## config.mk

```make
export PLATFORM = sky130hd
export DESIGN_NAME = sdf_seq_ctrl_flat
export DESIGN_NICKNAME = d
export VERILOG_FILES = /design/src/rtl/sdf_pkg.sv /design/src/rtl/sdf_seq_ctrl_if.sv /design/src/rtl/sdf_tag_delay.sv /design/src/rtl/sdf_seq_ctrl.sv /design/src/flat_wrapper.sv
export SDC_FILE = /design/constraint.sdc
export NUM_CORES = 1
export LEC_CHECK = 0
export BUFFER_PORTS_ARGS = -buffer_cell sky130_fd_sc_hd__buf_2
export CORE_ASPECT_RATIO = 0.5
export CORE_UTILIZATION = 59
export CTS_CLUSTER_SIZE = 24
export DETAILED_ROUTE_END_ITERATION = 12
export GPL_TIMING_DRIVEN = 0
export PLACE_DENSITY = 0.84
export SETUP_SLACK_MARGIN = 0.05
export SYNTH_ARGS = -nofsm -noshare
export SYNTH_HDL_FRONTEND = slang
export SYNTH_SLANG_ARGS = --single-unit
```

## constraint.sdc

```tcl
create_clock -name clk -period 4.5 [get_ports clk]
set_input_delay 0.45 -clock clk [delete_from_list [all_inputs] [get_ports clk]]
set_output_delay 0.45 -clock clk [all_outputs]
set_load 0.05 [all_outputs]
```

## src/rtl/sdf_pkg.sv

```systemverilog
`default_nettype none
// ============================================================================
//  Module      : sdf_pkg
//  Description : Shared types and constants for the SDF FFT sequencer:
//                FSM state encoding, cfg_log2n width, default stage count.
//  Revision    : 1.0  initial release
// ============================================================================
package sdf_pkg;

    // Width of the cfg_log2n port (FFT size exponent).
    localparam int CFG_W         = 4;

    // Default number of radix-2 SDF stages in the driven pipeline.
    localparam int MAX_LOG2N_DEF = 11;

    typedef enum logic [1:0] {
        ST_IDLE   = 2'd0,
        ST_STREAM = 2'd1,
        ST_FLUSH  = 2'd2
    } state_t;

endpackage
`default_nettype wire

```

## src/rtl/sdf_seq_ctrl_if.sv

```systemverilog
`default_nettype none
// ============================================================================
//  Module      : sdf_seq_ctrl_if
//  Description : Input sample stream of the SDF sequencer (valid/ready with
//                complex sample). master = sample source, slave = sequencer.
//  Signals     : s_valid, s_ready, s_re[WIDTH], s_im[WIDTH]
//  Revision    : 1.0  initial release
// ============================================================================
interface sdf_seq_ctrl_if #(
    parameter int WIDTH = 14
);
    logic             s_valid;
    logic             s_ready;
    logic [WIDTH-1:0] s_re;
    logic [WIDTH-1:0] s_im;

    modport master (output s_valid, output s_re, output s_im, input  s_ready);
    modport slave  (input  s_valid, input  s_re, input  s_im, output s_ready);
endinterface
`default_nettype wire

```

## src/rtl/sdf_tag_delay.sv

```systemverilog
`default_nettype none
// ============================================================================
//  Module      : sdf_tag_delay
//  Description : DEPTH-deep shift line for the 2-bit {sof, eof} sample tags,
//                so frame markers emerge aligned to the pipeline output.
//  Ports       : clk, rst (async, active-high)
//                i_tag[1:0]  tag entering with the stage-0 enable
//                o_tag[1:0]  tag leaving DEPTH cycles later
//                o_any       some tag bit is still in flight
//  Revision    : 1.0  initial release
// ============================================================================
module sdf_tag_delay #(
    parameter int DEPTH = 22
) (
    input  wire logic       clk,
    input  wire logic       rst,
    input  wire logic [1:0] i_tag,
    output logic      [1:0] o_tag,
    output logic            o_any
);

    logic [DEPTH-1:0][1:0] r_line;

    always_ff @(posedge clk or posedge rst) begin
        if (rst) begin
            r_line <= '0;
        end else begin
            r_line[0] <= i_tag;
            for (int i = 1; i < DEPTH; i++) begin
                r_line[i] <= r_line[i-1];
            end
        end
    end

    assign o_tag = r_line[DEPTH-1];
    assign o_any = |r_line;

endmodule
`default_nettype wire

```

## src/rtl/sdf_seq_ctrl.sv

```systemverilog
`default_nettype none
// ============================================================================
//  Module      : sdf_seq_ctrl
//  Description : Sequencer for a radix-2 SDF FFT pipeline. Accepts a sample
//                stream, frames it into N = 2^cfg samples, drives the stage-0
//                enable/data and per-stage enables, and tags frame start/end
//                so out_sof/out_eof line up with the pipeline output.
//  Ports       : clk, rst (async, active-high)
//                cfg_log2n         FFT size exponent, legal 1..MAX_LOG2N
//                s_if (slave)      input stream s_valid/s_ready/s_re/s_im
//                pipe_en/re/im     stage-0 enable and data (latency 1)
//                stage_on          per-stage butterfly enable
//                out_sof/out_eof   frame markers at the pipeline output
//                busy, err_cfg, err_gap  status
//  Build macro : SDF_SEQ_CTRL_FLUSH_EN -- when defined, the FLUSH state pushes
//                PIPE_LAT zero samples through the pipeline to drain the tail
//                frame; otherwise FLUSH lasts a single idle cycle.
//  Revision    : 1.0  initial release
// ============================================================================
module sdf_seq_ctrl
    import sdf_pkg::*;
#(
    parameter int WIDTH     = 14,
    parameter int MAX_LOG2N = MAX_LOG2N_DEF,
    parameter int PIPE_LAT  = 2*MAX_LOG2N
) (
    input  wire logic                 clk,
    input  wire logic                 rst,
    input  wire logic [CFG_W-1:0]     cfg_log2n,
    sdf_seq_ctrl_if.slave             s_if,
    output logic                      pipe_en,
    output logic      [WIDTH-1:0]     pipe_re,
    output logic      [WIDTH-1:0]     pipe_im,
    output logic      [MAX_LOG2N-1:0] stage_on,
    output logic                      out_sof,
    output logic                      out_eof,
    output logic                      busy,
    output logic                      err_cfg,
    output logic                      err_gap
);

    // Count must hold N = 2^MAX_LOG2N itself.
    localparam int CNT_W = MAX_LOG2N + 1;

    state_t                 r_state;
    logic [CNT_W-1:0]       r_cnt;
    logic [CFG_W-1:0]       r_cfg_q;
    logic [MAX_LOG2N-1:0]   r_stage_on;
    logic                   r_pipe_en;
    logic [WIDTH-1:0]       r_pipe_re;
    logic [WIDTH-1:0]       r_pipe_im;
    logic                   r_sof_tag;
    logic                   r_eof_tag;
    logic                   r_err_gap;
`ifdef SDF_SEQ_CTRL_FLUSH_EN
    localparam int FL_W = $clog2(PIPE_LAT + 1);
    logic [FL_W-1:0]        r_fl_cnt;
`endif

    logic                   w_cfg_legal;
    logic [CNT_W-1:0]       w_frame_n;
    logic                   w_last;
    logic                   w_ready;
    logic                   w_hs;
    logic                   w_start;
    logic                   w_eof_next;
    logic [MAX_LOG2N-1:0]   w_mask;
    logic [1:0]             w_tag_out;
    logic                   w_line_any;

    assign w_cfg_legal = (cfg_log2n != '0) && (int'(cfg_log2n) <= MAX_LOG2N);
    assign w_frame_n   = CNT_W'(1) << r_cfg_q;
    assign w_last      = (r_cnt == w_frame_n);

    // At a frame boundary the next frame re-latches cfg, so an illegal
    // cfg there must refuse the sample just as IDLE would.
    always_comb begin
        w_ready = 1'b0;
        case (r_state)
            ST_IDLE:   w_ready = w_cfg_legal;
            ST_STREAM: w_ready = w_last ? w_cfg_legal : 1'b1;
            default:   w_ready = 1'b0;
        endcase
        if (rst) begin
            w_ready = 1'b0;
        end
    end

    assign w_hs       = s_if.s_valid & w_ready;
    assign w_start    = w_hs & ((r_state == ST_IDLE) | ((r_state == ST_STREAM) & w_last));
    assign w_eof_next = w_hs & ~w_start & ((r_cnt + CNT_W'(1)) == w_frame_n);

    always_comb begin
        w_mask = '0;
        for (int k = 0; k < MAX_LOG2N; k++) begin
            w_mask[k] = (k < int'(cfg_log2n));
        end
    end

    always_ff @(posedge clk or posedge rst) begin
        if (rst) begin
            r_state    <= ST_IDLE;
            r_cnt      <= '0;
            r_cfg_q    <= '0;
            r_stage_on <= '0;
            r_pipe_en  <= 1'b0;
            r_pipe_re  <= '0;
            r_pipe_im  <= '0;
            r_sof_tag  <= 1'b0;
            r_eof_tag  <= 1'b0;
            r_err_gap  <= 1'b0;
`ifdef SDF_SEQ_CTRL_FLUSH_EN
            r_fl_cnt   <= '0;
`endif
        end else begin
            // Stage-0 data: accepted sample, otherwise zero (also the flush data).
            r_pipe_en <= w_hs;
            r_pipe_re <= w_hs ? s_if.s_re : '0;
            r_pipe_im <= w_hs ? s_if.s_im : '0;
            r_sof_tag <= w_start;
            r_eof_tag <= w_eof_next;
            r_err_gap <= 1'b0;

            // Frame start (from IDLE or back-to-back): config applies here only.
            if (w_start) begin
                r_cfg_q    <= cfg_log2n;
                r_cnt      <= CNT_W'(1);
                r_stage_on <= w_mask;
            end

            case (r_state)
                ST_IDLE: begin
                    if (w_start) begin
                        r_state <= ST_STREAM;
                    end
                end
                ST_STREAM: begin
                    if (w_last) begin
                        if (!w_start) begin
                            r_state <= ST_FLUSH;
`ifdef SDF_SEQ_CTRL_FLUSH_EN
                            r_fl_cnt <= '0;
`endif
                        end
                    end else if (s_if.s_valid) begin
                        r_cnt <= r_cnt + CNT_W'(1);
                    end else begin
                        // Mid-frame gap: the frame is abandoned; its eof tag
                        // is never issued because the last sample never arrives.
                        r_err_gap <= 1'b1;
                        r_state   <= ST_FLUSH;
`ifdef SDF_SEQ_CTRL_FLUSH_EN
                        r_fl_cnt  <= '0;
`endif
                    end
                end
                ST_FLUSH: begin
`ifdef SDF_SEQ_CTRL_FLUSH_EN
                    r_pipe_en <= 1'b1;
                    if (r_fl_cnt == FL_W'(PIPE_LAT - 1)) begin
                        r_state <= ST_IDLE;
                    end else begin
                        r_fl_cnt <= r_fl_cnt + FL_W'(1);
                    end
`else
                    r_state <= ST_IDLE;
`endif
                end
                default: r_state <= ST_IDLE;
            endcase
        end
    end

    sdf_tag_delay #(
        .DEPTH (PIPE_LAT)
    ) u_tag_delay (
        .clk   (clk),
        .rst   (rst),
        .i_tag ({r_sof_tag, r_eof_tag}),
        .o_tag (w_tag_out),
        .o_any (w_line_any)
    );

    assign s_if.s_ready = w_ready;
    assign pipe_en      = r_pipe_en;
    assign pipe_re      = r_pipe_re;
    assign pipe_im      = r_pipe_im;
    assign stage_on     = r_stage_on;
    assign out_sof      = w_tag_out[1];
    assign out_eof      = w_tag_out[0];
    assign busy         = (r_state != ST_IDLE) | r_sof_tag | r_eof_tag | w_line_any;
    assign err_cfg      = (r_state == ST_IDLE) & ~w_cfg_legal & ~rst;
    assign err_gap      = r_err_gap;

endmodule
`default_nettype wire

```

## src/flat_wrapper.sv

```systemverilog
// flat-port wrapper written by rule: the top's interface ports become plain ports
module sdf_seq_ctrl_flat import sdf_pkg::*;
#(
    parameter int WIDTH     = 14,
    parameter int MAX_LOG2N = MAX_LOG2N_DEF,
    parameter int PIPE_LAT  = 2*MAX_LOG2N
)
  (clk, rst, cfg_log2n, pipe_en, pipe_re, pipe_im, stage_on, out_sof, out_eof, busy, err_cfg, err_gap, s_if_s_valid, s_if_s_re, s_if_s_im, s_if_s_ready);
  sdf_seq_ctrl_if #(.WIDTH(WIDTH)) s_if_i ();
  input  wire logic clk;
  input  wire logic rst;
  input  wire logic [CFG_W-1:0] cfg_log2n;
  output logic pipe_en;
  output logic      [WIDTH-1:0] pipe_re;
  output logic      [WIDTH-1:0] pipe_im;
  output logic      [MAX_LOG2N-1:0] stage_on;
  output logic out_sof;
  output logic out_eof;
  output logic busy;
  output logic err_cfg;
  output logic err_gap;
  input wire logic [$bits(s_if_i.s_valid)-1:0] s_if_s_valid;
  input wire logic [$bits(s_if_i.s_re)-1:0] s_if_s_re;
  input wire logic [$bits(s_if_i.s_im)-1:0] s_if_s_im;
  output wire logic [$bits(s_if_i.s_ready)-1:0] s_if_s_ready;
  assign s_if_i.s_valid = s_if_s_valid;
  assign s_if_i.s_re = s_if_s_re;
  assign s_if_i.s_im = s_if_s_im;
  assign s_if_s_ready = s_if_i.s_ready;
  sdf_seq_ctrl #(.WIDTH(WIDTH), .MAX_LOG2N(MAX_LOG2N), .PIPE_LAT(PIPE_LAT)) u_core (.clk(clk), .rst(rst), .cfg_log2n(cfg_log2n), .s_if(s_if_i), .pipe_en(pipe_en), .pipe_re(pipe_re), .pipe_im(pipe_im), .stage_on(stage_on), .out_sof(out_sof), .out_eof(out_eof), .busy(busy), .err_cfg(err_cfg), .err_gap(err_gap));
endmodule
```

==> flow_summary.json, run 1 <==
{
  "setup_viol": 0,
  "drc_errors": 14,
  "grt_max_degree": 69,
  "ctsHoldBuffers": 0,
  "holdWs_ns": 0.1680,
  "synth-seq-cells": 104,
  "syn_nets": 424,
  "start_util_pct": 63.71,
  "layout-drive-gt1-share_pct": 25.41,
  "fin_nets": 515,
  "end_kind": "primary output",
  "io_buffers": 79,
  "ys_warn_count": 0,
  "syn_inst": 388,
  "post_cts_buffers": 0,
  "final_cell_area_um2": 5294,
  "synthArstFlopShare_pct": 100.0,
  "overflow": 0,
  "die_w_um": 124.9,
  "num_vias": 3472,
  "finalMaxSlewViolations": 0,
  "rsz0062_at_grt": "no",
  "worst_slew_margin_rel_pct": 42.91,
  "grt_use_total_pct": 29.33,
  "vias_per_cell": 6.028,
  "clockRootBuffer": "clkbuf_16",
  "ios": 81,
  "period_minus_slack_ns": 3.272,
  "core_um2": 6989,
  "tightest_slew_ns": 0.8448,
  "critPathMaxFanout": 10,
  "mostFrequentLayoutCells": "104 x dfrtp_1, 84 x buf_2, 30 x and2_1, 18 x clkbuf_1, 18 x nor4_1",
  "arrival_ns": 2.82,
  "ant_nets": 0,
  "ir_drop_uv": 324.8,
  "cts_buffers": 9,
  "die_area_um2": 7920,
  "first_global_vias": 3385,
  "hold_violations": 0,
  "tritoncts": "done",
  "cts_htree_levels": 3,
  "cts.clk_slew.worst_paths_ns": 0.08,
  "hpwl_um": 6888,
  "ys_seq_area_share_pct": 58.44,
  "fin_crit_sh_pct": 72.72,
  "finish.utilization_pct": 75.74,
  "path_class": "reg -> out",
  "critPathLaunchType": "flip-flop",
  "fin_worst_skew_ns": 0.01034,
  "grt_pass1_wl_um": 17650,
  "gp_congestion": 0.9119,
  "syn2layout_area_growth_pct": 18.88,
  "drtIter0Drc": 329,
  "finalPower_mw": 3.009,
  "power_leakage_nw": 2.538,
  "ys_types": 61,
  "n_antenna_cell": 0,
  "violations": "DRC",
  "cts_resized": 0,
  "pwr_density_cell_nw_per_um2": 568.4,
  "syn_area_um2": 4453,
  "synth_flop_cell": "dfrtp_1",
  "avgSynthCellArea_um2": 11.48,
  "wire_per_inst_um": 18.41,
  "cp.required_ns": 4.05,
  "fmax_mhz": 305.6,
  "die_h_um": 63.43,
  "cap_violations": 0,
  "min_path_type": "in -> async",
  "status": "complete, but fails checks",
  "worst_skew_pair.late_latency_ns": 0.35,
  "synth_edf_count": 0,
  "drtPass1Iterations": 9,
  "cts_max_path_buffers": 2,
  "rows": 21,
  "place_area_um2": 4994,
  "antenna_found_initial": 0,
  "layout_commonest_cell": "dfrtp_1",
  "drt_wl_total_um": 10600,
  "fin_tns_setup_ns": 0,
  "clock_sinks": 104
}
==> stage by stage <==
stage / setup slack [ns] / cells
after global placement: 0.3027 / 559
after detailed placement: 1.542 / 560
after CTS: 1.242 / 576
after floorplan: 1.230 / 388
after global routing: 1.092 / 576
final: 1.228 / 576
==> state kept, by name (all words and copies together), names as in the netlist <==
register,cells
u_core.pipe_im,14
u_core.stage_on,11
u_core.r_eof_tag,1
u_core.r_cnt,12
u_core.r_state,2
u_core.pipe_re,14
u_core.err_gap,1
u_core.pipe_en,1
u_core.r_cfg_q,3
u_core.u_tag_delay.o_tag,2
u_core.r_sof_tag,1
u_core.u_tag_delay.r_line,42
==> worst max-delay path: stages, from the launching register on <==
cell and delay, ns:
dfrtp_1 0.37, buf_2 0.18, or3b_1 0.35, a21boi_0 0.18, o221ai_1 0.27, o41ai_4 0.66
a21boi_0 0.20, buf_2 0.25
==> final cells by class <==
| class | count | area, µm² |
|---|---|---|
| sequential | 104 | 2603 |
| fill | 455 | 1695 |
| multi-input combinational | 244 | 1678 |
| timing repair buffer | 80 | 422.9 |
| clock buffer | 11 | 252.7 |
| buffer | 30 | 135.1 |
| tap | 92 | 115.1 |
| clock inverter | 5 | 47.55 |
| inverter | 10 | 40.04 |
==> per-layer routing <==
metal / vias up / global-route usage, % / wire, µm
li1: 1596 / - / -
met2: 161 / 47.40 / 5048
met5: - / 0 / 0
met3: 24 / 7.732 / 761
met4: 0 / 9.909 / 202
met1: 1691 / 39.05 / 4592
==> cell families after synthesis <==
logic type | after synthesis | share of synthesized area (%)
AND/OR/NAND/NOR | 155 | 21.69
flip-flops | 104 | 58.44
AO/OA/AOI/OAI | 66 | 10.87
buffers and inverters | 40 | 3.877
XOR/XNOR | 12 | 2.360
multiplexers | 10 | 2.473
adder cells (fa/ha/maj) | 1 | 0.2809
==> report_power, final <==
part / leakage [nW] / total [mW] / switching (mW) / internal, mW
clock: 0.146 / 0.773 / 0.357 / 0.416
sequential: 1.38 / 1.14 / 0.0813 / 1.06
combinational: 1.01 / 1.10 / 0.725 / 0.374
==> Yosys cell counts (3+ instances only) <==
master | number | share of area [%]
a31oi_1 | 6 | 0.84
nor2b_1 | 7 | 0.98
nor4b_1 | 4 | 0.79
a22o_1 | 3 | 0.59
dfrtp_1 | 104 | 58
nor3b_1 | 3 | 0.51
or2_2 | 3 | 0.42
nor4_1 | 18 | 2.5
nor3_1 | 11 | 1.2
nand3_1 | 12 | 1.3
nor2_1 | 13 | 1.1
clkbuf_1 | 18 | 1.5
nand3b_1 | 3 | 0.51
xor2_1 | 5 | 0.98
or3_1 | 5 | 0.70
and3_1 | 6 | 0.84
o21a_1 | 4 | 0.67
nor4bb_1 | 4 | 0.90
and2_1 | 30 | 4.2
buf_1 | 3 | 0.25
o31ai_1 | 4 | 0.67
inv_1 | 10 | 0.84
nand4_1 | 7 | 0.98
nand2b_1 | 4 | 0.56
nand4b_1 | 3 | 0.59
or4_1 | 4 | 0.67
nand2_1 | 9 | 0.76
a21oi_1 | 13 | 1.5
xnor2_1 | 7 | 1.4
buf_2 | 5 | 0.56
o21ai_0 | 12 | 1.3
a221o_1 | 3 | 0.67
a21boi_0 | 3 | 0.51
mux2_2 | 8 | 2.0
==> final timing paths <==
kind	depth (start not counted)	startpoint	end	slack (ns)
max	7	u_core.r_cnt[4]$_DFF_PP0_	s_if_s_ready	1.23
min	2	rst	u_core.r_cnt[4]$_DFF_PP0_	0.17
max reg2reg	8	u_core.r_cnt[4]$_DFF_PP0_	u_core.r_cfg_q[0]$_DFFE_PP0P_	1.52
min reg2reg	0	u_core.u_tag_delay.r_line[20]$_DFF_PP0_	u_core.u_tag_delay.r_line[22]$_DFF_PP0_	0.37
max in group asynchronous	3	rst	u_core.u_tag_delay.r_line[20]$_DFF_PP0_	3.65
min in group clk	2	s_if_s_im[11]	u_core.pipe_im[11]$_DFF_PP0_	0.31
Note: power is estimated with default switching activity, not from simulation.
==> run 2, diff against run 1 <==
Settings changed: ABC_AREA set to 1, CORE_UTILIZATION 59 to 50, PLACE_DENSITY 0.84 to 0.76.
Clock period 4.5 ns to 2.8 ns, I/O delays scaled along.
==> flow_summary.json, run 2 <==
{
  "status": "finished clean",
  "critPathMaxFanout": 6,
  "wire_per_inst_um": 13.34,
  "grt_pass1_wl_um": 14880,
  "crit_top_cell": "nand3_1",
  "synthDominantAreaCellType": "dfrtp_1",
  "finalMaxSlewViolations": 0,
  "post_cts_buffers": 0,
  "regToRegSetupSlack_ns": 0.44,
  "drtIter0Drc": 190,
  "num_vias": 3357,
  "layout_commonest_cell": "nand2_1",
  "yosysTopAreaCellShare_pct": 60.69,
  "fmax_mhz": 387.1,
  "ir_drop_uv": 413.8,
  "synthArstFlopShare_pct": 100.0,
  "io_buffers": 78,
  "synth_most_common_cell": "nand2_1",
  "hold_violations": 0,
  "fin_crit_sh_pct": 92.27,
  "synth-seq-cells": 104,
  "die_h_um": 67.48,
  "setup_viol": 0,
  "cp_slowest_cell": "dfrtp_1",
  "n_fill_cell": 654,
  "ios": 81,
  "grt_max_degree": 41,
  "period_minus_slack_ns": 2.583,
  "min_path_type": "in -> async",
  "largest_reg_flops": 42,
  "crit_chain": "inv_2 -> nor2_2 -> nand4_1 -> nand3_1 -> nor2_1 -> nand3_1 -> nand2_1 -> a21oi_2 -> buf_2",
  "r2r-start": "u_core.r_cnt[0]$_DFF_PP0_",
  "netlist_top_cells_count": "112 x nand2_1, 104 x dfrtp_1, 65 x inv_1",
  "ys_types": 28,
  "arrival_ns": 2.30,
  "clock_sinks": 104,
  "fin_tns_setup_ns": 0,
  "clockRootBuffer": "clkbuf_16",
  "cts_buffers": 9,
  "yosys-top-cells-area": "dfrtp_1 61%, nand2_1 9.8%, inv_1 5.7%",
  "cap_violations": 0,
  "gp_congestion": 0.8888,
  "n_antenna_cell": 0,
  "overflow": 0,
  "vias_per_cell": 4.915,
  "hpwl_um": 6207,
  "core_um2": 8144,
  "fin_worst_skew_ns": 0.009164,
  "ant_nets": 0,
  "drt_wl_total_um": 9108,
  "power_leakage_nw": 2.984,
  "ys_warn_count": 0,
  "drc_errors": 0,
  "cts.clk_slew.worst_paths_ns": 0.07,
  "cts_max_path_buffers": 2,
  "holdWs_ns": 0.06764,
  "reg2regPathDepth": 15,
  "critPathLaunchType": "flip-flop",
  "first_global_vias": 3139,
  "cts_htree_levels": 3,
  "path_buf_inv": 2,
  "die_w_um": 133.0,
  "drtPass1Iterations": 5,
  "cp.required_ns": 2.52,
  "synth_edf_count": 0,
  "avgSynthCellArea_um2": 9.027,
  "rsz0062_at_grt": "no",
  "syn_nets": 511,
  "end_kind": "primary output",
  "pwr_density_cell_nw_per_um2": 1001,
  "syn_inst": 475,
  "synth_flop_cell": "dfrtp_1",
  "ys_seq_area_share_pct": 60.69,
  "syn_area_um2": 4288,
  "tritoncts": "done",
  "antenna_found_initial": 0,
  "die_area_um2": 8972,
  "rows": 23,
  "layout-drive-gt1-share_pct": 21.19,
  "fin_nets": 602,
  "path_class": "reg -> out",
  "regToRegEndpoint": "u_core.r_eof_tag$_DFF_PP0_",
  "cp_top_family": "simple AND/OR/NAND/NOR gates",
  "mostFrequentLayoutCells": "112 x nand2_1, 104 x dfrtp_1, 84 x buf_2, 64 x inv_1, 56 x nor2_1",
  "syn2layout_area_growth_pct": 21.86,
  "grt_use_total_pct": 21.72,
  "top_register": "u_core.u_tag_delay.r_line",
  "worst_skew_pair.late_latency_ns": 0.34,
  "start_util_pct": 52.65,
  "worst_slew_margin_rel_pct": 55.73,
  "place_area_um2": 4862,
  "final_cell_area_um2": 5225,
  "tightest_slew_ns": 0.6626,
  "slowest_delay_ns": 0.51
}
## run 2: changes by cell type after synthesis, sizes merged, moves of 7 or more
cell / change
and2: -30
clkbuf: -14
inv: +58
mux2: -8
nand2: +104
nand3: +31
nand4: +9
nor2: +48
nor2b: -7
nor4: -7
## run 2: what timing repair did
action                     in CTS  in global routing
setup endpoints to repair       0                  1
gates resized for setup         0                  1
hold buffers                    0                  0
## run 2: per-layer routing
layer  up-vias  GRT usage [%]  share of wire, %
li1       1675              -                 -
met4         0          7.040               1.1
met3        13          4.279               4.3
met1      1579          27.55                45
met5         -              0                 0
met2        90          38.42                50
## run 2: kinds of logic (layout without fill, tap and decap cells)
family | Yosys count | count (layout) | synth area share (%)
AO/OA/AOI/OAI | 23 | 23 | 2.860
XOR/XNOR | 9 | 9 | 1.838
adder cells (fa/ha/maj) | 1 | 1 | 0.2918
buffers and inverters | 86 | 182 | 8.316
flip-flops | 104 | 104 | 60.69
AND/OR/NAND/NOR | 252 | 252 | 26.00
## run 2: worst max-delay path by stage
stage	startpoint	end	cells after the start
floorplan	rst	u_core.stage_on[0]$_DFFE_PP0P_	4
global placement	rst	u_core.r_cnt[7]$_DFF_PP0_	6
detailed placement	u_core.stage_on[7]$_DFFE_PP0P_	u_core.r_cnt[9]$_DFF_PP0_	14
CTS	u_core.r_cfg_q[1]$_DFFE_PP0P_	s_if_s_ready	10
global route	u_core.stage_on[7]$_DFFE_PP0P_	s_if_s_ready	11
finish	u_core.r_cfg_q[0]$_DFFE_PP0P_	s_if_s_ready	9
## run 2: per-stage QoR
step / std cells / worst slack, ns / power [mW] / util [%]
final: 683 / 0.2166 / 5.230 / 64.16
after global routing: 683 / 0.06073 / 5.518 / 64.16
after CTS: 683 / 0.2278 / 5.246 / 64.10
after detailed placement: 667 / 0.4906 / 3.769 / 59.70
after global placement: 665 / -0.7983 / 3.729 / 59.21
after floorplan: 475 / 0.09465 / 3.322 / -
## run 2: layout make-up
type	instances	area [µm²]	area share, %
timing repair buffer	80	430.4	8.238
clock inverter	6	118.9	2.275
sequential	104	2603	49.81
multi-input combinational	285	1334	25.53
buffer	16	93.84	1.796
tap	112	140.1	2.682
inverter	70	266.5	5.101
clock buffer	10	239.0	4.574
## run 2: power breakdown
part / switching [mW] / internal, mW / total (mW)
Clock: 0.547 / 0.911 / 1.46
Combinational: 1.32 / 0.516 / 1.84
Sequential: 0.172 / 1.76 / 1.93
Total: 2.04 / 3.19 / 5.23
==> run 3, diff against run 2 <==
Settings changed: CORE_UTILIZATION 50 to 55, PLACE_DENSITY 0.76 to 0.79, TNS_END_PERCENT set to 5.
Clock period 2.8 ns to 2.9 ns, I/O delays scaled along.
==> flow_summary.json, run 3 (same netlist as run 2, synthesis figures left out) <==
{
  "status": "finished clean",
  "ios": 81,
  "finish.utilization_pct": 69.55,
  "drtPass1Iterations": 5,
  "switching_share_pct": 39.93,
  "worst_skew_pair.late_latency_ns": 0.35,
  "power_leakage_nw": 2.964,
  "grt_pass1_wl_um": 15060,
  "die_h_um": 64.44,
  "start_util_pct": 57.69,
  "grt_max_degree": 42,
  "drt_wl_total_um": 9096,
  "final_cell_area_um2": 5169,
  "hold_violations": 0,
  "fin_crit_sh_pct": 91.60,
  "setup.worst_path.start": "u_core.r_cfg_q[1]$_DFFE_PP0P_",
  "clockRootBuffer": "clkbuf_16",
  "cts_resized": 0,
  "num_vias": 3389,
  "regArea_um2": 2603,
  "cp.required_ns": 2.61,
  "multiInputGateArea_um2": 1329,
  "cap_violations": 0,
  "antenna_found_initial": 0,
  "p_seq_share_pct": 37.6,
  "cts_htree_levels": 3,
  "cts_max_path_buffers": 2,
  "n_fill_cell": 558,
  "io_buffers": 78,
  "post_cts_buffers": 0,
  "pwr_density_cell_nw_per_um2": 959.5,
  "dp_cells": 651,
  "arrival_ns": 2.37,
  "end_kind": "primary output",
  "fin_worst_skew_ns": 0.007533,
  "rsz0062_at_grt": "no",
  "ctsHoldBuffers": 0,
  "wire_per_inst_um": 13.66,
  "vias_per_cell": 5.089,
  "final.setup.worst_slack_ns": 0.2436,
  "ant_nets": 0,
  "p_switching_mw": 1.980,
  "hpwl_um": 6050,
  "place_area_um2": 4842,
  "final_cells": 666,
  "overflow": 0,
  "p_int_mw": 2.979,
  "layout-drive-gt1-share_pct": 21.05,
  "first_global_vias": 3218,
  "n_antenna_cell": 0,
  "worst_slew_margin_rel_pct": 56.37,
  "cts.clk_slew.worst_paths_ns": 0.07,
  "syn2layout_area_growth_pct": 20.54,
  "layout_commonest_cell": "nand2_1",
  "finalMaxSlewViolations": 0,
  "fmax_mhz": 376.5,
  "die_w_um": 126.9,
  "critPathMaxFanout": 8,
  "fin_nets": 602,
  "holdWs_ns": 0.05807,
  "tritoncts": "done",
  "dp_slack_ns": 0.5756,
  "ir_drop_uv": 457.5,
  "min_path_type": "in -> async",
  "tightest_slew_ns": 0.6530,
  "clock_sinks": 104,
  "drc_errors": 0,
  "core_um2": 7432,
  "mostFrequentLayoutCells": "112 x nand2_1, 104 x dfrtp_1, 84 x buf_2, 64 x inv_1, 56 x nor2_1",
  "path_class": "reg -> out",
  "p_comb_share_pct": 36.2,
  "drtIter0Drc": 199,
  "largest_reg_flops": 42,
  "fin_tns_setup_ns": 0,
  "r2r-start": "u_core.r_cfg_q[1]$_DFFE_PP0P_",
  "setup_viol": 0,
  "power_frac_clock_pct": 26.2,
  "top_register": "u_core.u_tag_delay.r_line",
  "period_minus_slack_ns": 2.656,
  "grt_use_total_pct": 24.54,
  "critPathLaunchType": "flip-flop",
  "finalPower_mw": 4.959,
  "rows": 22,
  "cts_buffers": 9,
  "die_area_um2": 8175,
  "gp_congestion": 0.9193
}
[run 3: cell types whose count changed in the layout (fill, tap and decap cells not counted)]
cell / change
inv_6: -1
clkinvlp_4: +1
bufinv_16: -1
nor2_2: +1
nor2_4: -1
[run 3: power by group through the flow]
stage                     clock (mW)  combinational (mW)  sequential, mW
after detailed placement           0                1.76            1.88
after global routing            1.39                1.96            1.90
final                           1.30                1.79            1.86
after floorplan                    0               0.981            2.23
after global placement             0                1.72            1.87
after CTS                       1.32                1.79            1.87
[run 3: area by class of cell]
class                   instances  share of cell area, %
plain buffers                  16                  1.816
clock buffers                  10                  4.624
clock inverters                 5                  1.695
inverters                      70                  5.156
multi-input cells             285                  25.71
flip-flops and latches        104                  50.35
well taps                      96                  2.324
repair buffers                 80                  8.327
[run 3: metal layers]
metal / part of all wire, % / track usage (%)
met1: 45 / 31.74
met3: 5.0 / 5.450
met2: 48 / 40.73
met4: 2.0 / 10.42
met5: 0 / 0
[run 3: worst paths after layout]
kind | to | slack (ns) | cells after the start
min in group clk | u_core.pipe_im[11]$_DFF_PP0_ | 0.15 | 3
max in group asynchronous | u_core.u_tag_delay.r_line[8]$_DFF_PP0_ | 1.99 | 4
setup reg to reg | u_core.r_cnt[8]$_DFF_PP0_ | 0.51 | 13
hold reg to reg | u_core.u_tag_delay.r_line[33]$_DFF_PP0_ | 0.38 | 0
setup / recovery | s_if_s_ready | 0.24 | 10
hold / removal | u_core.r_state[1]$_DFFE_PP0P_ | 0.06 | 2
[run 3: critical path: stages, from the launching register on]
cell	delay, ns
dfrtp_1	0.46
nor2_2	0.34
nand3_1	0.18
nand2_1	0.09
nand2_1	0.05
nand3_1	0.09
nor2_1	0.06
nand3_1	0.10
nand2_1	0.12
a21oi_2	0.21
buf_2	0.30
